### src/rtl/m_stage_dcache_pkg.sv
// m_stage_dcache_pkg: shared sizes, address field positions, FSM states and helpers for the M-stage data cache.
package m_stage_dcache_pkg;
  localparam int DATA_SIZE      = 32;
  localparam int ADDR_SIZE      = 18;
  localparam int LINES          = 16;
  localparam int WORDS_PER_LINE = 4;
  localparam int CNT_SIZE       = 16;
  localparam int WOFF_LSB       = 2;
  localparam int WOFF_MSB       = 3;
  localparam int IDX_LSB        = 4;
  localparam int IDX_MSB        = 7;
  localparam int TAG_LSB        = 8;
  localparam int TAG_MSB        = 17;
  localparam int WOFF_W         = WOFF_MSB - WOFF_LSB + 1;
  localparam int IDX_W          = IDX_MSB - IDX_LSB + 1;
  localparam int TAG_W          = TAG_MSB - TAG_LSB + 1;
  typedef enum logic [1:0] {
    IDLE   = 2'd0,
    REFILL = 2'd1,
    WRITE  = 2'd2,
    DONE   = 2'd3
  } state_t;
  function automatic logic [CNT_SIZE-1:0] sat_inc(input logic [CNT_SIZE-1:0] v);
    return &v ? v : v + 1'b1;
  endfunction
endpackage

### src/rtl/m_stage_dcache_if.sv
// m_stage_dcache_if: M-stage access signals, memory bus and performance counters of the data cache.
interface m_stage_dcache_if;
  import m_stage_dcache_pkg::*;
  logic                 M_MemRead;
  logic                 M_MemWrite;
  logic                 M_m_dt_lh;
  logic                 M_m_dt_sh;
  logic [DATA_SIZE-1:0] M_ALU_result;
  logic [DATA_SIZE-1:0] M_Rt_data;
  logic [DATA_SIZE-1:0] M_DM_data;
  logic                 M_stall;
  logic                 mem_req;
  logic                 mem_we;
  logic [ADDR_SIZE-1:0] mem_addr;
  logic [DATA_SIZE-1:0] mem_wdata;
  logic [3:0]           mem_be;
  logic [DATA_SIZE-1:0] mem_rdata;
  logic                 mem_ready;
  logic [CNT_SIZE-1:0]  hit_cnt;
  logic [CNT_SIZE-1:0]  miss_cnt;
  modport slave (
    input  M_MemRead, M_MemWrite, M_m_dt_lh, M_m_dt_sh, M_ALU_result, M_Rt_data, mem_rdata, mem_ready,
    output M_DM_data, M_stall, mem_req, mem_we, mem_addr, mem_wdata, mem_be, hit_cnt, miss_cnt
  );
  modport master (
    output M_MemRead, M_MemWrite, M_m_dt_lh, M_m_dt_sh, M_ALU_result, M_Rt_data, mem_rdata, mem_ready,
    input  M_DM_data, M_stall, mem_req, mem_we, mem_addr, mem_wdata, mem_be, hit_cnt, miss_cnt
  );
endinterface

### src/rtl/m_stage_dcache_array.sv
// dcache_array: valid/tag/data storage with a combinational read port and byte-enabled word writes.
module dcache_array
  import m_stage_dcache_pkg::*;
(
  input  logic                 clk,
  input  logic                 rst,
  input  logic [IDX_W-1:0]     i_idx,
  input  logic [WOFF_W-1:0]    i_woff,
  output logic                 o_valid,
  output logic [TAG_W-1:0]     o_tag,
  output logic [DATA_SIZE-1:0] o_rdata,
  input  logic                 i_we,
  input  logic [3:0]           i_be,
  input  logic [DATA_SIZE-1:0] i_wdata,
  input  logic                 i_fill,
  input  logic [TAG_W-1:0]     i_fill_tag
);
  logic [LINES-1:0]     r_valid;
  logic [TAG_W-1:0]     r_tag  [LINES];
  logic [DATA_SIZE-1:0] r_data [LINES][WORDS_PER_LINE];
  assign o_valid = r_valid[i_idx];
  assign o_tag   = r_tag[i_idx];
  assign o_rdata = r_data[i_idx][i_woff];
  always_ff @(posedge clk or posedge rst) begin
    if (rst) r_valid <= '0;
    else if (i_fill) r_valid[i_idx] <= 1'b1;
  end
  // tags and data are deliberately not reset; valid bits alone qualify them
  always_ff @(posedge clk) begin
    if (i_fill) r_tag[i_idx] <= i_fill_tag;
    if (i_we)
      for (int b = 0; b < 4; b++)
        if (i_be[b]) r_data[i_idx][i_woff][8*b +: 8] <= i_wdata[8*b +: 8];
  end
endmodule

### src/rtl/m_stage_dcache.sv
// m_stage_dcache: direct-mapped write-through, no-write-allocate M-stage data cache controller.
// Loads hit combinationally; misses refill a 4-word line in a burst, stores go straight to memory.
module m_stage_dcache
  import m_stage_dcache_pkg::*;
(
  input logic             clk,
  input logic             rst,
  m_stage_dcache_if.slave bus
);
  state_t               r_state;
  logic [WOFF_W-1:0]    r_cnt;
  logic [CNT_SIZE-1:0]  r_hit_cnt;
  logic [CNT_SIZE-1:0]  r_miss_cnt;
  logic                 r_mem_req;
  logic                 r_mem_we;
  logic [ADDR_SIZE-1:0] r_mem_addr;
  logic [DATA_SIZE-1:0] r_mem_wdata;
  logic [3:0]           r_mem_be;
  logic [ADDR_SIZE-1:0] w_addr;
  logic [IDX_W-1:0]     w_idx;
  logic [WOFF_W-1:0]    w_woff;
  logic [TAG_W-1:0]     w_tag;
  logic                 w_valid;
  logic [TAG_W-1:0]     w_tag_arr;
  logic [DATA_SIZE-1:0] w_word;
  logic                 w_hit;
  logic                 w_idle;
  logic                 w_rd;
  logic                 w_refill_beat;
  logic                 w_we;
  logic                 w_fill;
  logic [15:0]          w_half;
  logic [DATA_SIZE-1:0] w_load;
  logic [3:0]           w_be_st;
  logic [DATA_SIZE-1:0] w_wdata_st;
  logic                 w_unused;
  assign w_unused = ^bus.M_ALU_result[DATA_SIZE-1:ADDR_SIZE];
  assign w_addr   = bus.M_ALU_result[ADDR_SIZE-1:0];
  assign w_idx    = w_addr[IDX_MSB:IDX_LSB];
  assign w_woff   = w_addr[WOFF_MSB:WOFF_LSB];
  assign w_tag    = w_addr[TAG_MSB:TAG_LSB];
  assign w_idle   = r_state == IDLE;
  assign w_rd     = bus.M_MemRead && !bus.M_MemWrite;
  assign w_hit    = w_valid && w_tag_arr == w_tag;
  assign w_refill_beat = r_state == REFILL && bus.mem_ready;
  assign w_we     = w_refill_beat || (r_state == WRITE && bus.mem_ready && w_hit);
  assign w_fill   = w_refill_beat && r_cnt == 2'd3;
  dcache_array u_array (
    .clk       (clk),
    .rst       (rst),
    .i_idx     (w_idx),
    .i_woff    (r_state == REFILL ? r_cnt : w_woff),
    .o_valid   (w_valid),
    .o_tag     (w_tag_arr),
    .o_rdata   (w_word),
    .i_we      (w_we),
    .i_be      (r_state == REFILL ? 4'b1111 : r_mem_be),
    .i_wdata   (r_state == REFILL ? bus.mem_rdata : r_mem_wdata),
    .i_fill    (w_fill),
    .i_fill_tag(w_tag)
  );
  assign w_half     = w_addr[1] ? w_word[31:16] : w_word[15:0];
  assign w_load     = bus.M_m_dt_lh ? {{16{w_half[15]}}, w_half} : w_word;
  assign w_be_st    = bus.M_m_dt_sh ? (w_addr[1] ? 4'b1100 : 4'b0011) : 4'b1111;
  assign w_wdata_st = bus.M_m_dt_sh ? {2{bus.M_Rt_data[15:0]}} : bus.M_Rt_data;
  assign bus.M_DM_data = (w_idle && w_rd && w_hit) ? w_load : '0;
  // the stall must rise in the same cycle a miss or store is seen, so it cannot be registered
  assign bus.M_stall = !rst && (r_state == REFILL || r_state == WRITE ||
                                (w_idle && (bus.M_MemWrite || (w_rd && !w_hit))));
  assign bus.mem_req   = r_mem_req;
  assign bus.mem_we    = r_mem_we;
  assign bus.mem_addr  = r_mem_addr;
  assign bus.mem_wdata = r_mem_wdata;
  assign bus.mem_be    = r_mem_be;
  assign bus.hit_cnt   = r_hit_cnt;
  assign bus.miss_cnt  = r_miss_cnt;
  always_ff @(posedge clk or posedge rst) begin
    if (rst) begin
      r_state     <= IDLE;
      r_cnt       <= '0;
      r_hit_cnt   <= '0;
      r_miss_cnt  <= '0;
      r_mem_req   <= 1'b0;
      r_mem_we    <= 1'b0;
      r_mem_addr  <= '0;
      r_mem_wdata <= '0;
      r_mem_be    <= '0;
    end else begin
      case (r_state)
        IDLE: begin
          if (bus.M_MemWrite) begin
            r_state     <= WRITE;
            r_mem_req   <= 1'b1;
            r_mem_we    <= 1'b1;
            r_mem_addr  <= {w_addr[ADDR_SIZE-1:WOFF_LSB], 2'b00};
            r_mem_wdata <= w_wdata_st;
            r_mem_be    <= w_be_st;
          end else if (bus.M_MemRead && !w_hit) begin
            r_state    <= REFILL;
            r_cnt      <= '0;
            r_mem_req  <= 1'b1;
            r_mem_we   <= 1'b0;
            r_mem_addr <= {w_tag, w_idx, {WOFF_W{1'b0}}, 2'b00};
            r_miss_cnt <= sat_inc(r_miss_cnt);
          end else if (bus.M_MemRead) r_hit_cnt <= sat_inc(r_hit_cnt);
        end
        REFILL: begin
          if (bus.mem_ready) begin
            r_cnt                         <= r_cnt + 1'b1;
            r_mem_addr[WOFF_MSB:WOFF_LSB] <= r_cnt + 1'b1;
            if (r_cnt == 2'd3) begin
              r_state   <= IDLE;
              r_mem_req <= 1'b0;
            end
          end
        end
        WRITE: begin
          if (bus.mem_ready) begin
            r_state   <= DONE;
            r_mem_req <= 1'b0;
            r_mem_we  <= 1'b0;
          end
        end
        DONE: r_state <= IDLE;
      endcase
    end
  end
endmodule

### src/flat_wrapper.sv
// flat-port wrapper written by rule: the top's interface ports become plain ports
module m_stage_dcache_flat import m_stage_dcache_pkg::*;
  (clk, rst, bus_M_MemRead, bus_M_MemWrite, bus_M_m_dt_lh, bus_M_m_dt_sh, bus_M_ALU_result, bus_M_Rt_data, bus_mem_rdata, bus_mem_ready, bus_M_DM_data, bus_M_stall, bus_mem_req, bus_mem_we, bus_mem_addr, bus_mem_wdata, bus_mem_be, bus_hit_cnt, bus_miss_cnt);
  m_stage_dcache_if bus_i ();
  input logic clk;
  input logic rst;
  input wire logic [$bits(bus_i.M_MemRead)-1:0] bus_M_MemRead;
  input wire logic [$bits(bus_i.M_MemWrite)-1:0] bus_M_MemWrite;
  input wire logic [$bits(bus_i.M_m_dt_lh)-1:0] bus_M_m_dt_lh;
  input wire logic [$bits(bus_i.M_m_dt_sh)-1:0] bus_M_m_dt_sh;
  input wire logic [$bits(bus_i.M_ALU_result)-1:0] bus_M_ALU_result;
  input wire logic [$bits(bus_i.M_Rt_data)-1:0] bus_M_Rt_data;
  input wire logic [$bits(bus_i.mem_rdata)-1:0] bus_mem_rdata;
  input wire logic [$bits(bus_i.mem_ready)-1:0] bus_mem_ready;
  output wire logic [$bits(bus_i.M_DM_data)-1:0] bus_M_DM_data;
  output wire logic [$bits(bus_i.M_stall)-1:0] bus_M_stall;
  output wire logic [$bits(bus_i.mem_req)-1:0] bus_mem_req;
  output wire logic [$bits(bus_i.mem_we)-1:0] bus_mem_we;
  output wire logic [$bits(bus_i.mem_addr)-1:0] bus_mem_addr;
  output wire logic [$bits(bus_i.mem_wdata)-1:0] bus_mem_wdata;
  output wire logic [$bits(bus_i.mem_be)-1:0] bus_mem_be;
  output wire logic [$bits(bus_i.hit_cnt)-1:0] bus_hit_cnt;
  output wire logic [$bits(bus_i.miss_cnt)-1:0] bus_miss_cnt;
  assign bus_i.M_MemRead = bus_M_MemRead;
  assign bus_i.M_MemWrite = bus_M_MemWrite;
  assign bus_i.M_m_dt_lh = bus_M_m_dt_lh;
  assign bus_i.M_m_dt_sh = bus_M_m_dt_sh;
  assign bus_i.M_ALU_result = bus_M_ALU_result;
  assign bus_i.M_Rt_data = bus_M_Rt_data;
  assign bus_i.mem_rdata = bus_mem_rdata;
  assign bus_i.mem_ready = bus_mem_ready;
  assign bus_M_DM_data = bus_i.M_DM_data;
  assign bus_M_stall = bus_i.M_stall;
  assign bus_mem_req = bus_i.mem_req;
  assign bus_mem_we = bus_i.mem_we;
  assign bus_mem_addr = bus_i.mem_addr;
  assign bus_mem_wdata = bus_i.mem_wdata;
  assign bus_mem_be = bus_i.mem_be;
  assign bus_hit_cnt = bus_i.hit_cnt;
  assign bus_miss_cnt = bus_i.miss_cnt;
  m_stage_dcache u_core (.clk(clk), .rst(rst), .bus(bus_i));
endmodule
### config.mk
export PLATFORM = sky130hd
export DESIGN_NAME = m_stage_dcache_flat
export DESIGN_NICKNAME = d
export VERILOG_FILES = /design/src/rtl/m_stage_dcache_pkg.sv /design/src/rtl/m_stage_dcache_if.sv /design/src/rtl/m_stage_dcache_array.sv /design/src/rtl/m_stage_dcache.sv /design/src/flat_wrapper.sv
export SDC_FILE = /design/constraint.sdc
export NUM_CORES = 2
export LEC_CHECK = 0
export ABC_AREA = 1
export BUFFER_PORTS_ARGS = -buffer_cell sky130_fd_sc_hd__buf_2
export CORE_MARGIN = 5
export CORE_UTILIZATION = 50
export DETAILED_ROUTE_END_ITERATION = 8
export HOLD_SLACK_MARGIN = 0.08
export PLACE_DENSITY = 0.71
export SYNTH_ARGS = -nofsm -noshare
export SYNTH_HDL_FRONTEND = slang
export SYNTH_SLANG_ARGS = --single-unit
### constraint.sdc
create_clock -name clk -period 5.5 [get_ports clk]
set_input_delay 0.55 -clock clk [delete_from_list [all_inputs] [get_ports clk]]
set_output_delay 0.55 -clock clk [all_outputs]
set_load 0.02 [all_outputs]
==> metrics.txt <==
status complete, no violations; f_max 194 MHz; Nets just under 7000; RSZ-0062 raised after global routing false; FFs w/ async S/R, synth 0.0450; DR DRC count 0; DR pass1 iterations 6; layout cells sized above 1 0.126; Clk pin slew, worst setup/hold paths 60 ps; port bufs 206; Bufs on Longest Clock Path 3; H-tree depth 4; crit path DAT 4610 ps; Via Count 56900; final hold vios 0; post-route ant nets 0; Distinct cells, synth 44; Post-synth EDFFs about 2200; power after layout 45600 µW; DR WL/cell ~27 µm; GRT overflow 0; crit path time final 5160 ps; Util after Layout 0.575; maxcap violations 0; WL final 249000 µm; crit path launch type primary input; FF+latch count, synth approximately 2300; die area 0.186 mm²; CTS tree built; Crit Path Class in2out; Area Growth Syn to Fin 14.2%; IO Pins 224; Leak 0.0350 µW; register area share after synthesis 0.775; Ys Warns 0; FILL cells about 13000; Worst Path Required 4950 ps; CTS sink cnt 2312; Core Box Area 0.176 mm²; commonest non-fill, non-tap cells in the layout 2208 x edfxtp_1, 1096 x nand2_1, 554 x a22oi_1; final setup fails 0; cell area after synthesis 0.0889 mm²; initial antenna violation count 2; vias in the first global route approximately 55000; largest net degree at the start of global routing 190; Clk Latency, worst-skew pair 860 ps; commonest non-fill, non-tap cell in the layout edfxtp_1; Syn Area/Cell about 14 µm²; CP max stage cell nor2_4; VDD IR max a little under 0.5 mV; Post-Syn Instances 6278; Final Wtd Congestion 0.881; CP Max Fanout 26; critical path cell sequence dlygate4sd3_1 > buf_2 > nor2_4 > inv_2 > a21oi_1 > nor3_1 > o22ai_1 > nor3_1 > nor2_1 > nor2_1 > nor2_1 > buf_2; Slew Limit Fails 0; cts bufs inserted 216; initial core utilization 0.504; Total GRT Usage 0.261; Worst setup EP type output pin; Vias/cell 6.22; First DRT Iteration DRCs around 7200; Die Height 432 µm; worst relative slew slack 0.0377; first-pass GRT wire length 362000 µm; Rows between 150 and 200; setup TNS 0 ps; CP peak stage delay 790 ps; Die X 432 µm; most common flop cell mapped by yosys edfxtp_1; cell area power density ~450 mW/mm²; Hold WC Path Type in2reg; hpwl dp around 140000 µm; clk_skew roughly 50 ps; worst-margin pin slew 1440 ps; CP most frequent cell nor2_1; Tcrit/Tclk final 0.939; CTS root buf clkbuf_16
[worst paths after layout]
check | from | to | slack [ps] | cells past startpoint
max | bus_M_ALU_result[6] | bus_M_DM_data[26] | 340 | 12
min | bus_M_ALU_result[9] | u_core.bus.mem_addr[9] | 140 | 3
max reg2reg | u_core.u_array.r_tag[13][9] | u_core.u_array.r_data[11][97] | 1340 | 16
min reg2reg | u_core.u_array.r_valid[3] | u_core.u_array.r_valid[3] | 460 | 2
max in group asynchronous | rst | u_core.bus.hit_cnt[3] | 3880 | 4
min in group asynchronous | rst | u_core.bus.mem_wdata[30] | 300 | 3
[area by class of cell]
type,instances,area [µm²],share of cell area
Sequential cell,2312,68900,0.679
Multi-Input combinational cell,3470,18300,0.181
Clock buffer,265,5690,0.0561
Timing Repair Buffer,522,3850,0.0380
Tap cell,2340,2930,0.0289
Clock inverter,139,1340,0.0132
Inverter,103,409,0.00403
Antenna cell,1,2.50,0.0000247
[logic make-up (layout without fill, tap and decap cells)]
| kind of cell | count (synthesis) | after routing | share of synthesized area |
|---|---|---|---|
| other | 1 | 3 | 0.0000422 |
| flip-flops | 2312 | 2312 | 0.775 |
| AND/OR/NAND/NOR | 2127 | 2127 | 0.0975 |
| buffers and inverters | 497 | 1029 | 0.0225 |
| adder cells (fa/ha/maj) | 7 | 7 | 0.000985 |
| AO/OA/AOI/OAI | 1305 | 1305 | 0.101 |
| XOR/XNOR | 29 | 29 | 0.00286 |
[flip-flops by register name, summed over array words and instances, names as in the netlist]
register / cells
u_core.bus.hit_cnt: 16
u_core.bus.mem_addr: 16
u_core.bus.mem_be: 2
u_core.bus.mem_req: 1
u_core.bus.mem_wdata: 32
u_core.bus.mem_we: 1
u_core.bus.miss_cnt: 16
u_core.r_cnt: 2
u_core.r_state: 2
u_core.u_array.r_data: 2048
u_core.u_array.r_tag: 160
u_core.u_array.r_valid: 16
[power breakdown]
part | internal [µW] | switching (µW) | leakage [µW]
clock network | 8390 | 6380 | 0.00344
logic | 1310 | 6520 | 0.0104
registers | 22800 | 204 | 0.0212
[through the flow]
| stage | hold slack, ps | worst slack [ps] | instances | area, µm² |
|---|---|---|---|---|
| floorplan | 424 | 1250 | 6279 | 88900 |
| global placement | 440 | 259 | 8705 | 94000 |
| detailed placement | 444 | 269 | 8705 | 94000 |
| CTS | 81.8 | 188 | 9151 | 101000 |
| global route | 128 | 283 | 9151 | 101000 |
| finish | 139 | 335 | 9152 | 101000 |
[cells in the mapped netlist (2+ instances only)]
library cell / instances / area, µm²
edfxtp_1: 2208 / 66300
nand2_1: 1113 / 4180
a22oi_1: 554 / 4160
nor2_1: 554 / 2080
nor3_1: 325 / 1630
o22ai_1: 273 / 1710
clkbuf_1: 268 / 1010
o31ai_1: 193 / 1450
o21ai_0: 120 / 601
dfrtp_1: 104 / 2600
a21oi_1: 101 / 505
inv_1: 97 / 364
buf_2: 81 / 405
nand3_1: 61 / 305
nand4_1: 55 / 344
buf_1: 37 / 139
o2111ai_1: 25 / 219
xnor2_1: 15 / 131
a41oi_1: 14 / 123
xor2_1: 14 / 123
buf_4: 8 / 60.1
o221ai_1: 8 / 70.1
ha_1: 7 / 87.6
or2_2: 5 / 31.3
clkinv_1: 4 / 15.0
nor4_1: 4 / 25.0
o21bai_1: 4 / 30.0
a22o_1: 3 / 26.3
a31oi_1: 3 / 18.8
nand3b_1: 3 / 22.5
inv_2: 2 / 7.51
nand2_2: 2 / 12.5
o21ai_1: 2 / 10.0
[critical path: cells and delay by family]
kind	cells	cell delay (ps)
AND/OR/NAND/NOR	6	1600
buffers and inverters	4	1520
AO/OA/AOI/OAI	2	900
[layer usage]
| layer | global-route usage | part of all wire | vias to the layer above | wire (µm) |
|---|---|---|---|---|
| li1 | - | - | 24500 | - |
| met1 | 0.342 | 0.37 | 28200 | 91300 |
| met2 | 0.418 | 0.48 | 3553 | 119000 |
| met3 | 0.0486 | 0.097 | 634 | 24200 |
| met4 | 0.141 | 0.059 | 4 | 14800 |
| met5 | 0 | 0.00013 | - | 32 |
[repair_timing]
item / in CTS / in global routing
resized for setup: 0 / 1
hold buffers: 42 / 0
endpoints found under the setup margin: 0 / 2
endpoints found under the hold margin: 69 / 0
setup buffers: 0 / 0
Power figures use the tool's default switching activity.
